<file path="src/rtl/pipe_pkg.sv">
// Shared constants and helpers for the lane pipeline registers.
package pipe_pkg;

  localparam logic [1:0] ST_EMPTY = 2'd0;
  localparam logic [1:0] ST_ONE   = 2'd1;
  localparam logic [1:0] ST_TWO   = 2'd2;

  localparam logic ENABLE  = 1'b1;
  localparam logic DISABLE = 1'b0;

  // Width of a packed lane bus: lane i lives at [i*dw +: dw].
  function automatic int unsigned lane_bus_w(input int unsigned lanes, input int unsigned dw);
    return lanes * dw;
  endfunction

endpackage

</file>
<file path="src/rtl/plreg_slot.sv">
// One group register: LANES valid bits plus LANES*DW payload.
// Invalid lanes capture zero data.
module plreg_slot
  import pipe_pkg::*;
#(
  parameter int unsigned LANES = 2,
  parameter int unsigned DW    = 64
) (
  input  logic                              clk,
  input  logic                              clr_all,
  input  logic                              clr_valid,
  input  logic                              load,
  input  logic [LANES-1:0]                  d_valid,
  input  logic [lane_bus_w(LANES, DW)-1:0]  d_data,
  output logic [LANES-1:0]                  q_valid,
  output logic [lane_bus_w(LANES, DW)-1:0]  q_data
);

  localparam int unsigned BW = lane_bus_w(LANES, DW);

  logic [BW-1:0] masked;

  always_comb begin
    masked = '0;
    for (int unsigned i = 0; i < LANES; i++) begin
      if (d_valid[i]) masked[i*DW +: DW] = d_data[i*DW +: DW];
    end
  end

  // clr_all wins over clr_valid, which wins over load; clr_valid keeps payload.
  always_ff @(posedge clk) begin
    if (clr_all) begin
      q_valid <= '0;
      q_data  <= '0;
    end else if (clr_valid) begin
      q_valid <= '0;
    end else if (load) begin
      q_valid <= d_valid;
      q_data  <= masked;
    end
  end

endmodule

</file>
<file path="src/rtl/plreg_skid_lanes.sv">
// Multi-lane valid/ready pipeline register with group flush.
// PLREG_SKID_EN adds a skid slot so in_ready is a pure state decode.
module plreg_skid_lanes
  import pipe_pkg::*;
#(
  parameter int unsigned LANES = 2,
  parameter int unsigned DW    = 64
) (
  input  logic                              clk,
  input  logic                              rst,
  input  logic                              flush,
  input  logic [LANES-1:0]                  in_valid,
  input  logic [lane_bus_w(LANES, DW)-1:0]  in_data,
  output logic                              in_ready,
  output logic [LANES-1:0]                  out_valid,
  output logic [lane_bus_w(LANES, DW)-1:0]  out_data,
  input  logic                              out_ready,
  output logic [1:0]                        occupancy
);

  localparam int unsigned BW = lane_bus_w(LANES, DW);
`ifdef PLREG_SKID_EN
  localparam logic SKID_EN = ENABLE;
`else
  localparam logic SKID_EN = DISABLE;
`endif

  typedef enum logic [1:0] {
    S_EMPTY = ST_EMPTY,
    S_ONE   = ST_ONE,
    S_TWO   = ST_TWO
  } state_t;

  state_t           state;
  logic             in_fire;
  logic             out_fire;
  logic             h_load;
  logic             h_drain;
  logic [LANES-1:0] h_d_valid;
  logic [BW-1:0]    h_d_data;
  logic [LANES-1:0] h_valid;
  logic [BW-1:0]    h_data;
`ifdef PLREG_SKID_EN
  logic             s_load;
  logic             s_drain;
  logic [LANES-1:0] s_valid;
  logic [BW-1:0]    s_data;

  assign in_ready = (state != S_TWO) & ~rst;
`else
  assign in_ready = ~rst & (~(|h_valid) | out_ready);
`endif

  assign in_fire   = (|in_valid) & in_ready;
  assign out_fire  = (|h_valid) & out_ready;
  assign out_valid = h_valid;
  assign out_data  = h_data;

  // Slot load/drain controls decoded from state and handshakes.
  always_comb begin
    h_load    = 1'b0;
    h_drain   = 1'b0;
    h_d_valid = in_valid;
    h_d_data  = in_data;
`ifdef PLREG_SKID_EN
    s_load    = 1'b0;
    s_drain   = 1'b0;
`endif
    case (state)
      S_EMPTY: h_load = in_fire;
      S_ONE: begin
        if (in_fire && out_fire) h_load = 1'b1;
        else if (out_fire)       h_drain = 1'b1;
`ifdef PLREG_SKID_EN
        else if (in_fire)        s_load = 1'b1;
`endif
      end
`ifdef PLREG_SKID_EN
      S_TWO: begin
        if (out_fire) begin
          h_load    = 1'b1;
          h_d_valid = s_valid;
          h_d_data  = s_data;
          s_drain   = 1'b1;
        end
      end
`endif
      default: ;
    endcase
  end

  // Group-count state; flush empties everything but leaves payload bits.
  always_ff @(posedge clk) begin
    if (rst || flush) begin
      state <= S_EMPTY;
    end else begin
      case (state)
        S_EMPTY: if (in_fire) state <= S_ONE;
        S_ONE: begin
          if (in_fire && !out_fire && (SKID_EN == ENABLE)) state <= S_TWO;
          else if (!in_fire && out_fire)                   state <= S_EMPTY;
        end
        S_TWO:   if (out_fire) state <= S_ONE;
        default: state <= S_EMPTY;
      endcase
    end
  end

  always_comb begin
    case (state)
      S_ONE:   occupancy = 2'd1;
      S_TWO:   occupancy = 2'd2;
      default: occupancy = 2'd0;
    endcase
  end

  plreg_slot #(.LANES(LANES), .DW(DW)) u_head (
    .clk       (clk),
    .clr_all   (rst),
    .clr_valid (flush | h_drain),
    .load      (h_load),
    .d_valid   (h_d_valid),
    .d_data    (h_d_data),
    .q_valid   (h_valid),
    .q_data    (h_data)
  );

`ifdef PLREG_SKID_EN
  plreg_slot #(.LANES(LANES), .DW(DW)) u_skid (
    .clk       (clk),
    .clr_all   (rst),
    .clr_valid (flush | s_drain),
    .load      (s_load),
    .d_valid   (in_valid),
    .d_data    (in_data),
    .q_valid   (s_valid),
    .q_data    (s_data)
  );
`endif

endmodule

</file>
<file path="config.mk">
export PLATFORM = sky130hd
export DESIGN_NAME = plreg_skid_lanes
export DESIGN_NICKNAME = d
export VERILOG_FILES = /design/src/rtl/pipe_pkg.sv /design/src/rtl/plreg_slot.sv /design/src/rtl/plreg_skid_lanes.sv
export SDC_FILE = /design/constraint.sdc
export NUM_CORES = 1
export LEC_CHECK = 0
export BUFFER_PORTS_ARGS = -buffer_cell sky130_fd_sc_hd__buf_2
export CORE_MARGIN = 5
export CORE_UTILIZATION = 35
export DETAILED_ROUTE_END_ITERATION = 16
export PLACE_DENSITY_LB_ADDON = 0.25
export SYNTH_ARGS = -nofsm -noshare
export SYNTH_HDL_FRONTEND = slang
export SYNTH_HIERARCHICAL = 1
export SYNTH_SLANG_ARGS = --single-unit
</file>
<file path="constraint.sdc">
create_clock -name clk -period 1.71 [get_ports clk]
set_input_delay 0.342 -clock clk [delete_from_list [all_inputs] [get_ports clk]]
set_output_delay 0.342 -clock clk [all_outputs]
set_load 0.1 [all_outputs]
</file>
# After elaboration in Yosys (flattened, before gate mapping)
# Cells that the tools add are included.
[classes]
n_reduce_logical = 10
bitwise_logic = 8
eq_ne = 5
mux = 12
[ops]
columns = ["op", "n"]
rows = [
  ["$mux W64", 2],
  ["$mux W2", 3],
  ["$ne A2 B2 Y1 const B", 3],
  ["$pmux W2 S3", 1],
  ["$reduce_or A2 Y1", 3],
  ["$mux W1", 4],
  ["$pmux W2 S2", 1],
  ["$and A1 B1 Y1", 3],
  ["$not A1 Y1", 3],
  ["$reduce_and A3 Y1", 1],
  ["$eq A2 B1 Y1 const B", 1],
  ["$eq A2 B2 Y1 const B", 1],
  ["$logic_and A1 B1 Y1", 2],
  ["$logic_not A2 Y1", 1],
  ["$or A1 B1 Y1", 2],
  ["$pmux W1 S2", 1],
  ["$reduce_and A2 Y1", 1],
  ["$logic_not A1 Y1", 1],
  ["$logic_or A1 B1 Y1", 1],
]
[word_totals]
in_bits = 134
register_bits = 132
output_inout_bits = 133
wordCells = 38

# Depth between registers and ports, before layout
# Gate-level depths: netlist of run 1.
[logic_depth]
ltp_word = 11
mapped_depth = 8
mapped_depth_nobuf = 6

# Modules after synthesis
# The synthesis of run 1 kept the hierarchy.
[modules_own_cells]
columns = ["mod", "area_each_um2", "cells_per_inst", "instances", "seq_area_each_um2"]
rows = [
  ["plreg_slot", 4737.0, 576, 1, 2602.5],
  ["plreg_skid_lanes", 116.4, 16, 1, 20.0],
]

# Least setup slack after synthesis of run 1
# OpenSTA, ideal clock, no wires.
[synth_timing]
kind = "reg2out"
from = "reg u_head.q_valid[1]"
to = "out in_ready"
required_ps = 1368
n_path_buf = 0
path_slack_ps = -859
path_stages_with_launch = 4
arrival_time_ps = 2227
cell_sequence = "dfxtp_1 nor2_4 nor2_1 nor2_1"
[synth_between]
elab_chain_cells = 4
[synth_rtl]
columns = ["item", "line_no", "rtl"]
rows = [
  ["start, declared", "plreg_slot.sv:15", "output logic [LANES-1:0] q_valid,"],
  ["start signal, assigned", "plreg_slot.sv:38", "q_valid <= d_valid;"],
  ["$reduce_or A2 Y1", "plreg_skid_lanes.sv:51", "assign in_ready = ~rst & (~(|h_valid) | out_ready);"],
  ["$not A1 Y1", "plreg_skid_lanes.sv:51", ""],
  ["$or A1 B1 Y1", "plreg_skid_lanes.sv:51", ""],
  ["$and A1 B1 Y1", "plreg_skid_lanes.sv:51", ""],
  ["end, declared", "plreg_skid_lanes.sv:14", "output logic in_ready,"],
]
# No other way between the ends.

# Final worst setup path of run 1
[layout_timing]
from = "reg u_head.q_valid[1]"
to = "reg u_head.q_data[43]"
[layout_between]
elab_chain_cells = 11
elab_cells_between_ends = 15
cone_classes = "mux: 5; bitwise: 7; reduce/logical: 3"
[layout_rtl]
columns = ["item", "line_no", "rtl"]
rows = [
  ["$reduce_or A2 Y1 (*)", "plreg_skid_lanes.sv:51, plreg_skid_lanes.sv:55", ""],
  ["$not A1 Y1", "plreg_skid_lanes.sv:51", ""],
  ["$or A1 B1 Y1", "plreg_skid_lanes.sv:51", ""],
  ["$and A1 B1 Y1", "plreg_skid_lanes.sv:51", ""],
  ["$and A1 B1 Y1", "plreg_skid_lanes.sv:54", "assign in_fire = (|in_valid) & in_ready;"],
  ["$logic_and A1 B1 Y1", "plreg_skid_lanes.sv:72", "if (in_fire && out_fire) h_load = 1'b1;"],
  ["$mux W1", "plreg_skid_lanes.sv:72", ""],
  ["$mux W1", "plreg_skid_lanes.sv:69", "case (state)"],
  ["$or A1 B1 Y1", "plreg_skid_lanes.sv:120", ".clr_valid (flush | h_drain),"],
  ["$not A1 Y1 (no line)", "n/a", ""],
  ["$reduce_and A2 Y1 (no line) (*)", "n/a", ""],
  ["end signal, assigned", "plreg_slot.sv:39", "q_data <= masked;"],
  ["end, declared", "plreg_slot.sv:16", "output logic [lane_bus_w(LANES, DW)-1:0] q_data"],
]
# Mark *: on every way between the ends. The rest lies on a longest branch, timed or not.
# A chain may end at the register's enable or synchronous reset.

==> flow_results.xml, run 1 <==
<?xml version="1.0" encoding="UTF-8"?>
<metrics>
  <group name="status">
    <metric name="outcome" unit="">completed</metric>
  </group>
  <group name="synth">
    <metric name="library_cell_with_the_largest_summed_area_after_synthesis" unit="">sky130_fd_sc_hd__dfxtp_1</metric>
    <metric name="yosysTopAreaCellShare" unit="%">54.0</metric>
    <metric name="netlist_area" unit="um^2">4850</metric>
    <metric name="number_of_enable_flip_flop_cells_after_synthesis" unit="">0</metric>
    <metric name="yosysMostFrequentCell" unit="">sky130_fd_sc_hd__dfxtp_1</metric>
    <metric name="cells_after_synth" unit="">592</metric>
    <metric name="synth_cell_type_count" unit="">22</metric>
    <metric name="ys_seq_elements" unit="">131</metric>
    <metric name="async_reset_ff_share" unit="%">0</metric>
    <metric name="avgSynthCellArea" unit="um^2">8.20</metric>
    <metric name="postSynth.topFlopCell" unit="">sky130_fd_sc_hd__dfxtp_1</metric>
    <metric name="synth_commonest_cells" unit="">sky130_fd_sc_hd__dfxtp_1 (131), sky130_fd_sc_hd__a21oi_1 (129), sky130_fd_sc_hd__nand2_1 (129), sky130_fd_sc_hd__nand3_1 (128), sky130_fd_sc_hd__clkbuf_1 (21)</metric>
    <metric name="ys_seq_area_share" unit="%">54.0</metric>
    <metric name="netlist_top_cells_area" unit="">sky130_fd_sc_hd__dfxtp_1 (54%), sky130_fd_sc_hd__a21oi_1 (13%), sky130_fd_sc_hd__nand3_1 (13%)</metric>
    <metric name="ys.warnings.count" unit="">6</metric>
    <metric name="synthesized_netlist_net_count" unit="">726</metric>
  </group>
  <group name="floorplanning">
    <metric name="x_dimension_of_the_die" unit="um">128</metric>
    <metric name="row_count" unit="">43</metric>
    <metric name="io_pins" unit="">267</metric>
    <metric name="die-height" unit="um">128</metric>
    <metric name="die_area" unit="um^2">16300</metric>
    <metric name="core_area" unit="um^2">13700</metric>
    <metric name="initial_core_utilization" unit="%">35.4</metric>
  </group>
  <group name="setup_path">
    <metric name="critPathMaxFanout" unit="">9</metric>
    <metric name="timing.setup.critical_path_class" unit="">register to register</metric>
    <metric name="timing.critical_path.arrival" unit="ps">2010</metric>
    <metric name="critPathRequiredTime" unit="ps">2040</metric>
    <metric name="start_kind" unit="">register</metric>
    <metric name="worstSetupEndpointType" unit="">register</metric>
  </group>
  <group name="timing">
    <metric name="final-setup-viol-count" unit="">0</metric>
    <metric name="slew-limit-headroom" unit="%">46.6</metric>
    <metric name="finalSetupTns" unit="ps">0</metric>
    <metric name="min_period_over_period" unit="%">98.3</metric>
    <metric name="final_hold_violation_count" unit="">0</metric>
    <metric name="max_slew.worst_pin.slew" unit="ps">802</metric>
    <metric name="drv_slew" unit="">0</metric>
    <metric name="rsz0062_at_grt" unit="">true</metric>
    <metric name="fmaxAchievable" unit="MHz">595</metric>
    <metric name="min_setup_slack_post_route" unit="ps">28.7</metric>
    <metric name="clock_skew_after_layout" unit="ps">7.26</metric>
    <metric name="fin_crit" unit="ps">1680</metric>
    <metric name="timing.hold.ws" unit="ps">123</metric>
  </group>
  <group name="global_routing">
    <metric name="antenna_found_initial" unit="">0</metric>
    <metric name="grt_max_degree" unit="">68</metric>
    <metric name="wire_length_of_the_first_global_routing_pass" unit="mm">23.4</metric>
    <metric name="number_of_global_route_vias_before_repair" unit="">4633</metric>
    <metric name="total_congestion_overflow" unit="">0</metric>
    <metric name="groute.usage.overall" unit="%">17.7</metric>
  </group>
  <group name="finish">
    <metric name="num-fill-cells" unit="">1323</metric>
    <metric name="post_layout_nonfiller_instances" unit="">1042</metric>
    <metric name="area_delta_synth_final" unit="%">48.4</metric>
    <metric name="fin_nets" unit="">983</metric>
    <metric name="layout-drive-gt1-share" unit="%">42.4</metric>
    <metric name="finish.utilization" unit="%">52.5</metric>
    <metric name="finish.instance_area" unit="um^2">7200</metric>
  </group>
  <group name="clock_tree">
    <metric name="cts.sink_count" unit="">131</metric>
    <metric name="cts.path.max_buffers" unit="">2</metric>
    <metric name="holdBufCountCts" unit="">0</metric>
    <metric name="cts_root_buf" unit="">sky130_fd_sc_hd__clkbuf_16</metric>
    <metric name="cts_tree" unit="">built</metric>
    <metric name="cts.clk_slew.worst_paths" unit="ps">60</metric>
    <metric name="ctsHtreeMaxLevel" unit="">4</metric>
    <metric name="cts_made_buffers" unit="">17</metric>
    <metric name="insertion_delay" unit="ps">410</metric>
  </group>
  <group name="pwr">
    <metric name="power-per-cell-area" unit="nW/um^2">1110</metric>
    <metric name="p_leak" unit="nW">3.16</metric>
    <metric name="max-vdd-ir-drop" unit="V">0.000517</metric>
    <metric name="total_power" unit="mW">8.01</metric>
  </group>
  <group name="routing">
    <metric name="wl_per_cell" unit="um">15.0</metric>
    <metric name="post_drt_via_cell_ratio" unit="">4.87</metric>
    <metric name="wl" unit="mm">15.6</metric>
    <metric name="drtAntennaViolNets" unit="">0</metric>
    <metric name="vias" unit="">5079</metric>
    <metric name="drt-initial-drc-count" unit="">298</metric>
    <metric name="drc" unit="">0</metric>
    <metric name="drt_pre_antenna_iters" unit="">4</metric>
  </group>
  <group name="hold_path">
    <metric name="hold_path.class" unit="">input port to register</metric>
  </group>
  <group name="placed_design">
    <metric name="dp_cells" unit="">1003</metric>
    <metric name="hpwlAfterDp" unit="mm">10.5</metric>
    <metric name="port_buffers" unit="">265</metric>
    <metric name="routability_congestion_estimate_from_global_placement" unit="">0.754</metric>
    <metric name="placed_cell_area" unit="um^2">6350</metric>
    <metric name="preCtsSetupSlack" unit="ps">-44.9</metric>
  </group>
  <group name="run">
    <metric name="maxCapViolCount" unit="">0</metric>
  </group>
</metrics>
-- where the power goes --
group	switching, mW	total, mW	internal, mW
clock network	1.33	3.51	2.17
registers	0.0382	3.17	3.13
logic	0.993	1.33	0.337
-- final timing paths --
kind / cells after the start / start / slack [ps] / to
min: 2 / flush / 120 / state[0]
min reg2reg: 2 / u_head/q_data[11] / 450 / u_head/q_data[11]
max: 8 / u_head/q_valid[1] / 30 / u_head/q_data[43]
max reg2reg: 8 / u_head/q_valid[1] / 30 / u_head/q_data[43]
-- area by class of cell --
class                      instances  area (um^2)  share of cell area (%)
multi-input combinational        404         2040                    28.3
antenna                            1         2.50                  0.0347
sequential                       131         2630                    36.6
clock inverter                    13          134                    1.86
inverter                           1         3.75                  0.0521
timing repair buffer             294         1730                    24.0
clock buffer                      18          439                    6.10
tap                              180          225                    3.13
-- flip-flops by register name, indices dropped and copies added (netlist names) --
| signal | count |
|---|---|
| state | 1 |
| u_head/q_data | 128 |
| u_head/q_valid | 2 |
-- critical path, stage by stage, from the launching register on --
cell,delay [ps]
sky130_fd_sc_hd__dfxtp_4,360
sky130_fd_sc_hd__o21ai_2,150
sky130_fd_sc_hd__nor2_1,60
sky130_fd_sc_hd__a21o_1,210
sky130_fd_sc_hd__and2b_4,290
sky130_fd_sc_hd__buf_12,140
sky130_fd_sc_hd__clkbuf_16,160
sky130_fd_sc_hd__nand3_1,70
sky130_fd_sc_hd__a21oi_1,170
-- kinds of logic (layout without fill, tap and decap cells) --
group                  count (synthesis)  in the layout  synth area share [%]
buffers and inverters                 58            326                  7.01
AOI/OAI and AO/OA                    134            134                  14.2
other                                  1              2                0.0773
and+or+nand+nor                      266            267                  24.2
muxes                                  2              2                 0.412
DFF                                  131            131                  54.0
-- cell usage in the layout (no fill, tap or decap), types with 2 or more instances in the layout --
cell type / synthesis / final
sky130_fd_sc_hd__nand3_1: 128 / 121
sky130_fd_sc_hd__dfxtp_1: 131 / 128
sky130_fd_sc_hd__a21oi_2: 0 / 23
sky130_fd_sc_hd__nor2_4: 1 / 2
sky130_fd_sc_hd__buf_2: 17 / 263
sky130_fd_sc_hd__bufinv_16: 0 / 2
sky130_fd_sc_hd__a21oi_1: 129 / 106
sky130_fd_sc_hd__nor3_1: 3 / 3
sky130_fd_sc_hd__nand2_1: 129 / 128
sky130_fd_sc_hd__buf_6: 11 / 3
sky130_fd_sc_hd__dfxtp_4: 0 / 3
sky130_fd_sc_hd__clkinv_2: 0 / 5
sky130_fd_sc_hd__clkinv_4: 0 / 2
sky130_fd_sc_hd__mux2i_1: 2 / 2
sky130_fd_sc_hd__inv_6: 0 / 2
sky130_fd_sc_hd__clkbuf_16: 0 / 20
sky130_fd_sc_hd__nor2_1: 3 / 2
sky130_fd_sc_hd__buf_4: 5 / 16
sky130_fd_sc_hd__nand3_2: 0 / 7
sky130_fd_sc_hd__buf_12: 0 / 9
-- metal layers --
layer	part of all wire, %	vias to the layer above	track usage (%)
met3	9.8	28	7.08
met1	42	2302	21.7
li1	-	2532	-
met2	46	217	27.9
met5	0	-	0
met4	2.1	0	7.24
-- timing repair --
action,4_1_cts,5_1_grt
setup buffers,0,2
gates resized for setup,0,36
endpoints found under the setup margin,0,119
endpoints found under the hold margin,0,0
Power figures use the tool's default switching activity.
==> run 2, diff against run 1 <==
SKIP_LAST_GASP = 1   (was not set)
SYNTH_HIERARCHICAL = not set   (was 1)
==> run 2 against run 1 <==
Against the previous run: sequential share of layout area decreased by 5.4 points; clock power up 14%; via count shrank 5.1%; highest routed layer unchanged; final area increased by 17%; worst setup slack improved by 53 ps; die area up 24%; final cell count rose by 4.2%; sequential cell count is the same; utilization fell by 3.6 points; largest power group unchanged; global-route usage fell by 2.3 points.
==> flow_results.xml, run 2 <==
<?xml version="1.0" encoding="UTF-8"?>
<metrics>
  <group name="routing">
    <metric name="drc" unit="">0</metric>
    <metric name="wl" unit="mm">15.8</metric>
    <metric name="drt-initial-drc-count" unit="">143</metric>
    <metric name="drt_pre_antenna_iters" unit="">4</metric>
    <metric name="drtAntennaViolNets" unit="">0</metric>
    <metric name="post_drt_via_cell_ratio" unit="">4.44</metric>
    <metric name="wl_per_cell" unit="um">14.6</metric>
    <metric name="vias" unit="">4822</metric>
  </group>
  <group name="synth">
    <metric name="ys_seq_elements" unit="">131</metric>
    <metric name="postSynth.topFlopCell" unit="">sky130_fd_sc_hd__dfxtp_1</metric>
    <metric name="synth_cell_type_count" unit="">26</metric>
    <metric name="async_reset_ff_share" unit="%">0</metric>
    <metric name="number_of_enable_flip_flop_cells_after_synthesis" unit="">0</metric>
    <metric name="synth_commonest_cells" unit="">sky130_fd_sc_hd__dfxtp_1 (131), sky130_fd_sc_hd__nand2b_1 (128), sky130_fd_sc_hd__inv_1 (73), sky130_fd_sc_hd__o32ai_2 (70)</metric>
    <metric name="yosysMostFrequentCell" unit="">sky130_fd_sc_hd__dfxtp_1</metric>
    <metric name="synthesized_netlist_net_count" unit="">727</metric>
    <metric name="netlist_top_cells_area" unit="">sky130_fd_sc_hd__dfxtp_1 (43%), sky130_fd_sc_hd__o32ai_2 (19%), sky130_fd_sc_hd__nand2b_1 (13%)</metric>
    <metric name="avgSynthCellArea" unit="um^2">10.4</metric>
    <metric name="ys_seq_area_share" unit="%">42.7</metric>
    <metric name="cells_after_synth" unit="">593</metric>
    <metric name="yosysTopAreaCellShare" unit="%">42.7</metric>
    <metric name="ys.warnings.count" unit="">0</metric>
    <metric name="library_cell_with_the_largest_summed_area_after_synthesis" unit="">sky130_fd_sc_hd__dfxtp_1</metric>
    <metric name="netlist_area" unit="um^2">6140</metric>
  </group>
  <group name="finish">
    <metric name="largest_register_ff_count" unit="">128</metric>
    <metric name="post_layout_nonfiller_instances" unit="">1086</metric>
    <metric name="top_library_cells_by_usage_in_the_layout_fill_and_taps_aside" unit="">sky130_fd_sc_hd__buf_2 (263), sky130_fd_sc_hd__nand2b_1 (128), sky130_fd_sc_hd__dfxtp_1 (128), sky130_fd_sc_hd__inv_1 (73), sky130_fd_sc_hd__o32ai_2 (70)</metric>
    <metric name="layout_commonest_cell" unit="">sky130_fd_sc_hd__buf_2</metric>
    <metric name="largestRegisters" unit="">u_head.q_data (128), u_head.q_valid (2), state (1)</metric>
    <metric name="layout-drive-gt1-share" unit="%">46.9</metric>
    <metric name="area_delta_synth_final" unit="%">37.4</metric>
    <metric name="fin_nets" unit="">982</metric>
    <metric name="finish.instance_area" unit="um^2">8430</metric>
    <metric name="largest_register_by_flop_count" unit="">u_head.q_data</metric>
  </group>
  <group name="global_routing">
    <metric name="groute.usage.overall" unit="%">15.4</metric>
    <metric name="total_congestion_overflow" unit="">0</metric>
    <metric name="grt_max_degree" unit="">65</metric>
    <metric name="antenna_found_initial" unit="">1</metric>
    <metric name="number_of_global_route_vias_before_repair" unit="">4784</metric>
    <metric name="wire_length_of_the_first_global_routing_pass" unit="mm">25.0</metric>
  </group>
  <group name="timing">
    <metric name="slew-limit-headroom" unit="%">65.5</metric>
    <metric name="max_slew.worst_pin.slew" unit="ps">520</metric>
    <metric name="min_period_over_period" unit="%">95.3</metric>
    <metric name="min_setup_slack_post_route" unit="ps">81.2</metric>
    <metric name="finalSetupTns" unit="ps">0</metric>
    <metric name="drv_slew" unit="">0</metric>
    <metric name="fmaxAchievable" unit="MHz">614</metric>
    <metric name="rsz0062_at_grt" unit="">false</metric>
    <metric name="final_hold_violation_count" unit="">0</metric>
    <metric name="fin_crit" unit="ps">1630</metric>
    <metric name="timing.hold.ws" unit="ps">167</metric>
    <metric name="clock_skew_after_layout" unit="ps">5.59</metric>
    <metric name="final-setup-viol-count" unit="">0</metric>
  </group>
  <group name="setup_path">
    <metric name="worstSetupEndpointType" unit="">output port</metric>
    <metric name="start_kind" unit="">register</metric>
    <metric name="timing.critical_path.arrival" unit="ps">1290</metric>
    <metric name="timing.setup.critical_path_class" unit="">register to output port</metric>
    <metric name="critPathMaxFanout" unit="">6</metric>
    <metric name="critPathRequiredTime" unit="ps">1370</metric>
    <metric name="number_of_cells_traversed_by_the_worst_register_to_register_path" unit="">4</metric>
  </group>
  <group name="floorplanning">
    <metric name="die_area" unit="um^2">20300</metric>
    <metric name="io_pins" unit="">267</metric>
    <metric name="die-height" unit="um">142</metric>
    <metric name="row_count" unit="">48</metric>
    <metric name="initial_core_utilization" unit="%">35.6</metric>
    <metric name="x_dimension_of_the_die" unit="um">142</metric>
    <metric name="core_area" unit="um^2">17200</metric>
  </group>
  <group name="clock_tree">
    <metric name="cts.sink_count" unit="">131</metric>
    <metric name="cts_tree" unit="">built</metric>
    <metric name="cts_root_buf" unit="">sky130_fd_sc_hd__clkbuf_16</metric>
    <metric name="insertion_delay" unit="ps">410</metric>
    <metric name="cts_made_buffers" unit="">17</metric>
    <metric name="holdBufCountCts" unit="">0</metric>
    <metric name="cts.path.max_buffers" unit="">2</metric>
    <metric name="ctsHtreeMaxLevel" unit="">4</metric>
    <metric name="cts.clk_slew.worst_paths" unit="ps">60</metric>
  </group>
  <group name="placed_design">
    <metric name="routability_congestion_estimate_from_global_placement" unit="">0.736</metric>
    <metric name="hpwlAfterDp" unit="mm">11.4</metric>
    <metric name="dp_cells" unit="">1053</metric>
    <metric name="preCtsSetupSlack" unit="ps">137</metric>
    <metric name="placed_cell_area" unit="um^2">7760</metric>
    <metric name="port_buffers" unit="">265</metric>
  </group>
  <group name="hold_path">
    <metric name="hold_path.class" unit="">input port to register</metric>
    <metric name="hold_depth" unit="">3</metric>
  </group>
  <group name="pwr">
    <metric name="p_leak" unit="nW">3.91</metric>
    <metric name="power-per-cell-area" unit="nW/um^2">1090</metric>
    <metric name="max-vdd-ir-drop" unit="V">0.000621</metric>
  </group>
  <group name="status">
    <metric name="outcome" unit="">completed</metric>
  </group>
  <group name="run">
    <metric name="maxCapViolCount" unit="">0</metric>
  </group>
</metrics>
## run 2: through the flow
stage          total power [mW]  utilization, %
2_1_floorplan              4.83               -
3_3_place_gp               5.26            45.0
3_5_place_dp               5.26            45.0
4_1_cts                    9.30            48.9
5_1_grt                    9.56            48.9
6_report                   9.17            48.9
## run 2: logic make-up (layout without fill, tap and decap cells)
group / after synthesis / in the layout / share of synthesized area, %
buf+inv: 125 / 392 / 9.91
compound gates: 87 / 87 / 20.8
other cells: 1 / 2 / 0.0611
mux: 57 / 57 / 9.29
simple gates: 192 / 192 / 17.2
flops: 131 / 131 / 42.7
## run 2: metal layers
metal  wire [um]  up-vias  track usage (%)
met2        7250      183             24.7
met4         195        0             4.45
met1        6770     2149             19.1
met5           0        -                0
li1            -     2478                -
met3        1610       12             6.35
## run 2: critical path, stage by stage, from the launching register on
cell and delay (ps):
sky130_fd_sc_hd__dfxtp_2 350, sky130_fd_sc_hd__o21bai_4 160, sky130_fd_sc_hd__nor2b_4 180, sky130_fd_sc_hd__buf_12 180
## run 2: timing repair
item	4_1_cts	5_1_grt
setup endpoints to repair	1	0
resized for setup	2	0
buffers inserted	1	0
## run 2: path summary, 6_finish.rpt
| check | start | slack [ps] | end |
|---|---|---|---|
| worst min register to register | u_head.q_data[7] | 470 | u_head.q_data[7] |
| worst min-delay path | in_data[67] | 170 | u_head.q_data[67] |
| worst max-delay path | u_head.q_valid[0] | 80 | in_ready |
| worst max register to register | u_head.q_valid[1] | 180 | u_head.q_data[96] |
## run 2: cell type report
cell class / count / area (um^2)
timing repair buffer: 288 / 1630
clock inverter: 12 / 206
inverter: 73 / 274
sequential: 131 / 2630
tap: 225 / 282
clock buffer: 19 / 443
fill: 1642 / 8800
multi-input combinational: 337 / 2970
antenna: 1 / 2.50
## run 2: where the power goes
| part | internal [mW] | switching [mW] | total [mW] | leakage, nW |
|---|---|---|---|---|
| sequential | 3.18 | 0.0611 | 3.24 | 1.07 |
| clock | 2.62 | 1.37 | 3.99 | 0.301 |
| combinational | 0.527 | 1.42 | 1.94 | 2.54 |
| total | 6.33 | 2.85 | 9.17 | 3.91 |
==> run 3, diff against run 2 <==
CELL_PAD_IN_SITES_DETAIL_PLACEMENT = 1   (was not set)
CELL_PAD_IN_SITES_GLOBAL_PLACEMENT = 2   (was not set)
CORE_UTILIZATION = 28   (was 35)
==> run 3 against run 2 <==
Against the previous run: worst setup slack got worse by 10 ps; clock power fell by 9.5%; count of clock-buffer cells in the layout did not move; critical path depth did not move; die area rose by 23%; global-route usage fell by 0.50 points; sequential power barely moved; final cell count rose by 4.9%; non-clock buffer count fell by 2; largest cell class unchanged.
==> flow_results.xml, run 3 (synthesized netlist as in run 2, its figures left out) <==
<?xml version="1.0" encoding="UTF-8"?>
<metrics>
  <group name="status">
    <metric name="outcome" unit="">completed</metric>
  </group>
  <group name="setup_path">
    <metric name="worstSetupEndpointType" unit="">output port</metric>
    <metric name="critical_path.cell_chain" unit="">o21bai_4 &gt; nor2b_4 &gt; buf_12</metric>
    <metric name="number_of_cells_traversed_by_the_worst_register_to_register_path" unit="">4</metric>
    <metric name="critPathMaxStageDelay" unit="ps">360</metric>
    <metric name="crit_cells" unit="">3</metric>
    <metric name="worst_path_max_delay_cell" unit="">sky130_fd_sc_hd__dfxtp_4</metric>
    <metric name="critPathMaxFanout" unit="">4</metric>
    <metric name="timing.critical_path.arrival" unit="ps">1300</metric>
    <metric name="critPathRequiredTime" unit="ps">1370</metric>
    <metric name="timing.setup.critical_path_class" unit="">register to output port</metric>
    <metric name="critical_path.n_buffers_inverters" unit="">1</metric>
    <metric name="worst_path_dominant_cell_family" unit="">flip-flops</metric>
    <metric name="start_kind" unit="">register</metric>
  </group>
  <group name="finish">
    <metric name="area_delta_synth_final" unit="%">37.5</metric>
    <metric name="layout-drive-gt1-share" unit="%">46.9</metric>
    <metric name="finish.instance_area" unit="um^2">8440</metric>
    <metric name="top_library_cells_by_usage_in_the_layout_fill_and_taps_aside" unit="">sky130_fd_sc_hd__buf_2 (263), sky130_fd_sc_hd__nand2b_1 (128), sky130_fd_sc_hd__dfxtp_1 (128), sky130_fd_sc_hd__inv_1 (73), sky130_fd_sc_hd__o32ai_2 (70)</metric>
    <metric name="fin_nets" unit="">980</metric>
    <metric name="post_layout_nonfiller_instances" unit="">1139</metric>
    <metric name="finish.utilization" unit="%">38.9</metric>
    <metric name="largest_register_by_flop_count" unit="">u_head.q_data</metric>
    <metric name="num-fill-cells" unit="">2511</metric>
    <metric name="layout_commonest_cell" unit="">sky130_fd_sc_hd__buf_2</metric>
    <metric name="largestRegisters" unit="">u_head.q_data (128), u_head.q_valid (2), state (1)</metric>
    <metric name="largest_register_ff_count" unit="">128</metric>
    <metric name="antenna_cells" unit="">0</metric>
  </group>
  <group name="timing">
    <metric name="rsz0062_at_grt" unit="">false</metric>
    <metric name="timing.hold.ws" unit="ps">168</metric>
    <metric name="fmaxAchievable" unit="MHz">610</metric>
    <metric name="finalSetupTns" unit="ps">0</metric>
    <metric name="fin_crit" unit="ps">1640</metric>
    <metric name="max_slew.worst_pin.slew" unit="ps">534</metric>
    <metric name="final_hold_violation_count" unit="">0</metric>
    <metric name="slew-limit-headroom" unit="%">64.7</metric>
    <metric name="min_period_over_period" unit="%">95.9</metric>
    <metric name="final-setup-viol-count" unit="">0</metric>
    <metric name="clock_skew_after_layout" unit="ps">8.98</metric>
    <metric name="drv_slew" unit="">0</metric>
    <metric name="min_setup_slack_post_route" unit="ps">70.8</metric>
  </group>
  <group name="pwr">
    <metric name="total_power" unit="mW">8.81</metric>
    <metric name="p_leak" unit="nW">3.89</metric>
    <metric name="max-vdd-ir-drop" unit="V">0.000620</metric>
    <metric name="power-per-cell-area" unit="nW/um^2">1040</metric>
  </group>
  <group name="clock_tree">
    <metric name="holdBufCountCts" unit="">0</metric>
    <metric name="cts.sink_count" unit="">131</metric>
    <metric name="insertion_delay" unit="ps">410</metric>
    <metric name="cts_made_buffers" unit="">17</metric>
    <metric name="cts_tree" unit="">built</metric>
    <metric name="ctsHtreeMaxLevel" unit="">4</metric>
    <metric name="cts_root_buf" unit="">sky130_fd_sc_hd__clkbuf_16</metric>
    <metric name="cts.path.max_buffers" unit="">2</metric>
    <metric name="cts.clk_slew.worst_paths" unit="ps">60</metric>
  </group>
  <group name="floorplanning">
    <metric name="core_area" unit="um^2">21700</metric>
    <metric name="die_area" unit="um^2">25000</metric>
    <metric name="io_pins" unit="">267</metric>
    <metric name="die-height" unit="um">158</metric>
    <metric name="initial_core_utilization" unit="%">28.3</metric>
    <metric name="row_count" unit="">54</metric>
    <metric name="x_dimension_of_the_die" unit="um">158</metric>
  </group>
  <group name="placed_design">
    <metric name="placed_cell_area" unit="um^2">7820</metric>
    <metric name="dp_cells" unit="">1105</metric>
    <metric name="routability_congestion_estimate_from_global_placement" unit="">0.732</metric>
    <metric name="preCtsSetupSlack" unit="ps">108</metric>
    <metric name="port_buffers" unit="">265</metric>
    <metric name="hpwlAfterDp" unit="mm">14.3</metric>
  </group>
  <group name="routing">
    <metric name="drc" unit="">0</metric>
    <metric name="wl" unit="mm">19.0</metric>
    <metric name="drt-initial-drc-count" unit="">192</metric>
    <metric name="wl_per_cell" unit="um">16.7</metric>
    <metric name="drt_pre_antenna_iters" unit="">4</metric>
    <metric name="post_drt_via_cell_ratio" unit="">4.45</metric>
    <metric name="vias" unit="">5064</metric>
    <metric name="drtAntennaViolNets" unit="">0</metric>
  </group>
  <group name="global_routing">
    <metric name="wire_length_of_the_first_global_routing_pass" unit="mm">29.4</metric>
    <metric name="gr-max-usage-layer" unit="">met2</metric>
    <metric name="grtUsageMet2" unit="%">25.8</metric>
    <metric name="antenna_found_initial" unit="">2</metric>
    <metric name="use_met1" unit="%">16.6</metric>
    <metric name="number_of_global_route_vias_before_repair" unit="">5539</metric>
    <metric name="gr-usage-met3" unit="%">6.86</metric>
    <metric name="groute.usage.overall" unit="%">14.9</metric>
    <metric name="total_congestion_overflow" unit="">0</metric>
    <metric name="grt_max_degree" unit="">81</metric>
  </group>
  <group name="hold_path">
    <metric name="hold_path.class" unit="">input port to register</metric>
    <metric name="hold_depth" unit="">3</metric>
  </group>
  <group name="run">
    <metric name="maxCapViolCount" unit="">0</metric>
  </group>
</metrics>
run 3: cell types whose count changed in the layout (fill, tap and decap cells not counted), sizes merged:
| cell | before | now |
|---|---|---|
| clkinvlp | 4 | 3 |
| clkinv | 3 | 7 |
| bufinv | 5 | 2 |
| buf | 288 | 286 |
| inv | 73 | 74 |
| diode | 1 | 0 |
run 3: worst paths after layout:
kind	slack (ps)	startpoint	end
min	170	in_data[2]	u_head.q_data[2]
min reg2reg	470	u_head.q_data[30]	u_head.q_data[30]
max reg2reg	160	u_head.q_valid[1]	u_head.q_data[6]
max	70	u_head.q_valid[1]	in_ready
run 3: metal layers:
metal,vias to the layer above,wire length [um]
li1,2479,-
met5,-,11
met1,2389,7380
met2,175,9450
met4,2,201
met3,19,1970
run 3: layout make-up:
cell class / count / area, um^2 / share of cell area, %
Multi-Input combinational cell: 337 / 2970 / 35.2
Sequential cell: 131 / 2630 / 31.2
Timing Repair Buffer: 286 / 1630 / 19.3
Clock buffer: 19 / 453 / 5.37
Tap cell: 280 / 350 / 4.15
Inverter: 73 / 274 / 3.25
Clock inverter: 13 / 134 / 1.59
run 3: repair_timing:
item | CTS | global route
endpoints found under the setup margin | 1 | 1
resized for setup | 2 | 2
pin swaps | 1 | 1
buffers inserted | 1 | 1
run 3: power breakdown:
| group | leakage (nW) | internal, mW | switching, mW |
|---|---|---|---|
| Sequential | 1.07 | 3.17 | 0.0634 |
| Combinational | 2.54 | 0.528 | 1.43 |
| Clock | 0.285 | 2.22 | 1.39 |
| Total | 3.89 | 5.92 | 2.89 |
run 3: tightest hold or removal path, stage by stage:
cell	delay, ps
sky130_fd_sc_hd__buf_2	90
sky130_fd_sc_hd__nand2_1	40
sky130_fd_sc_hd__mux2i_1	50
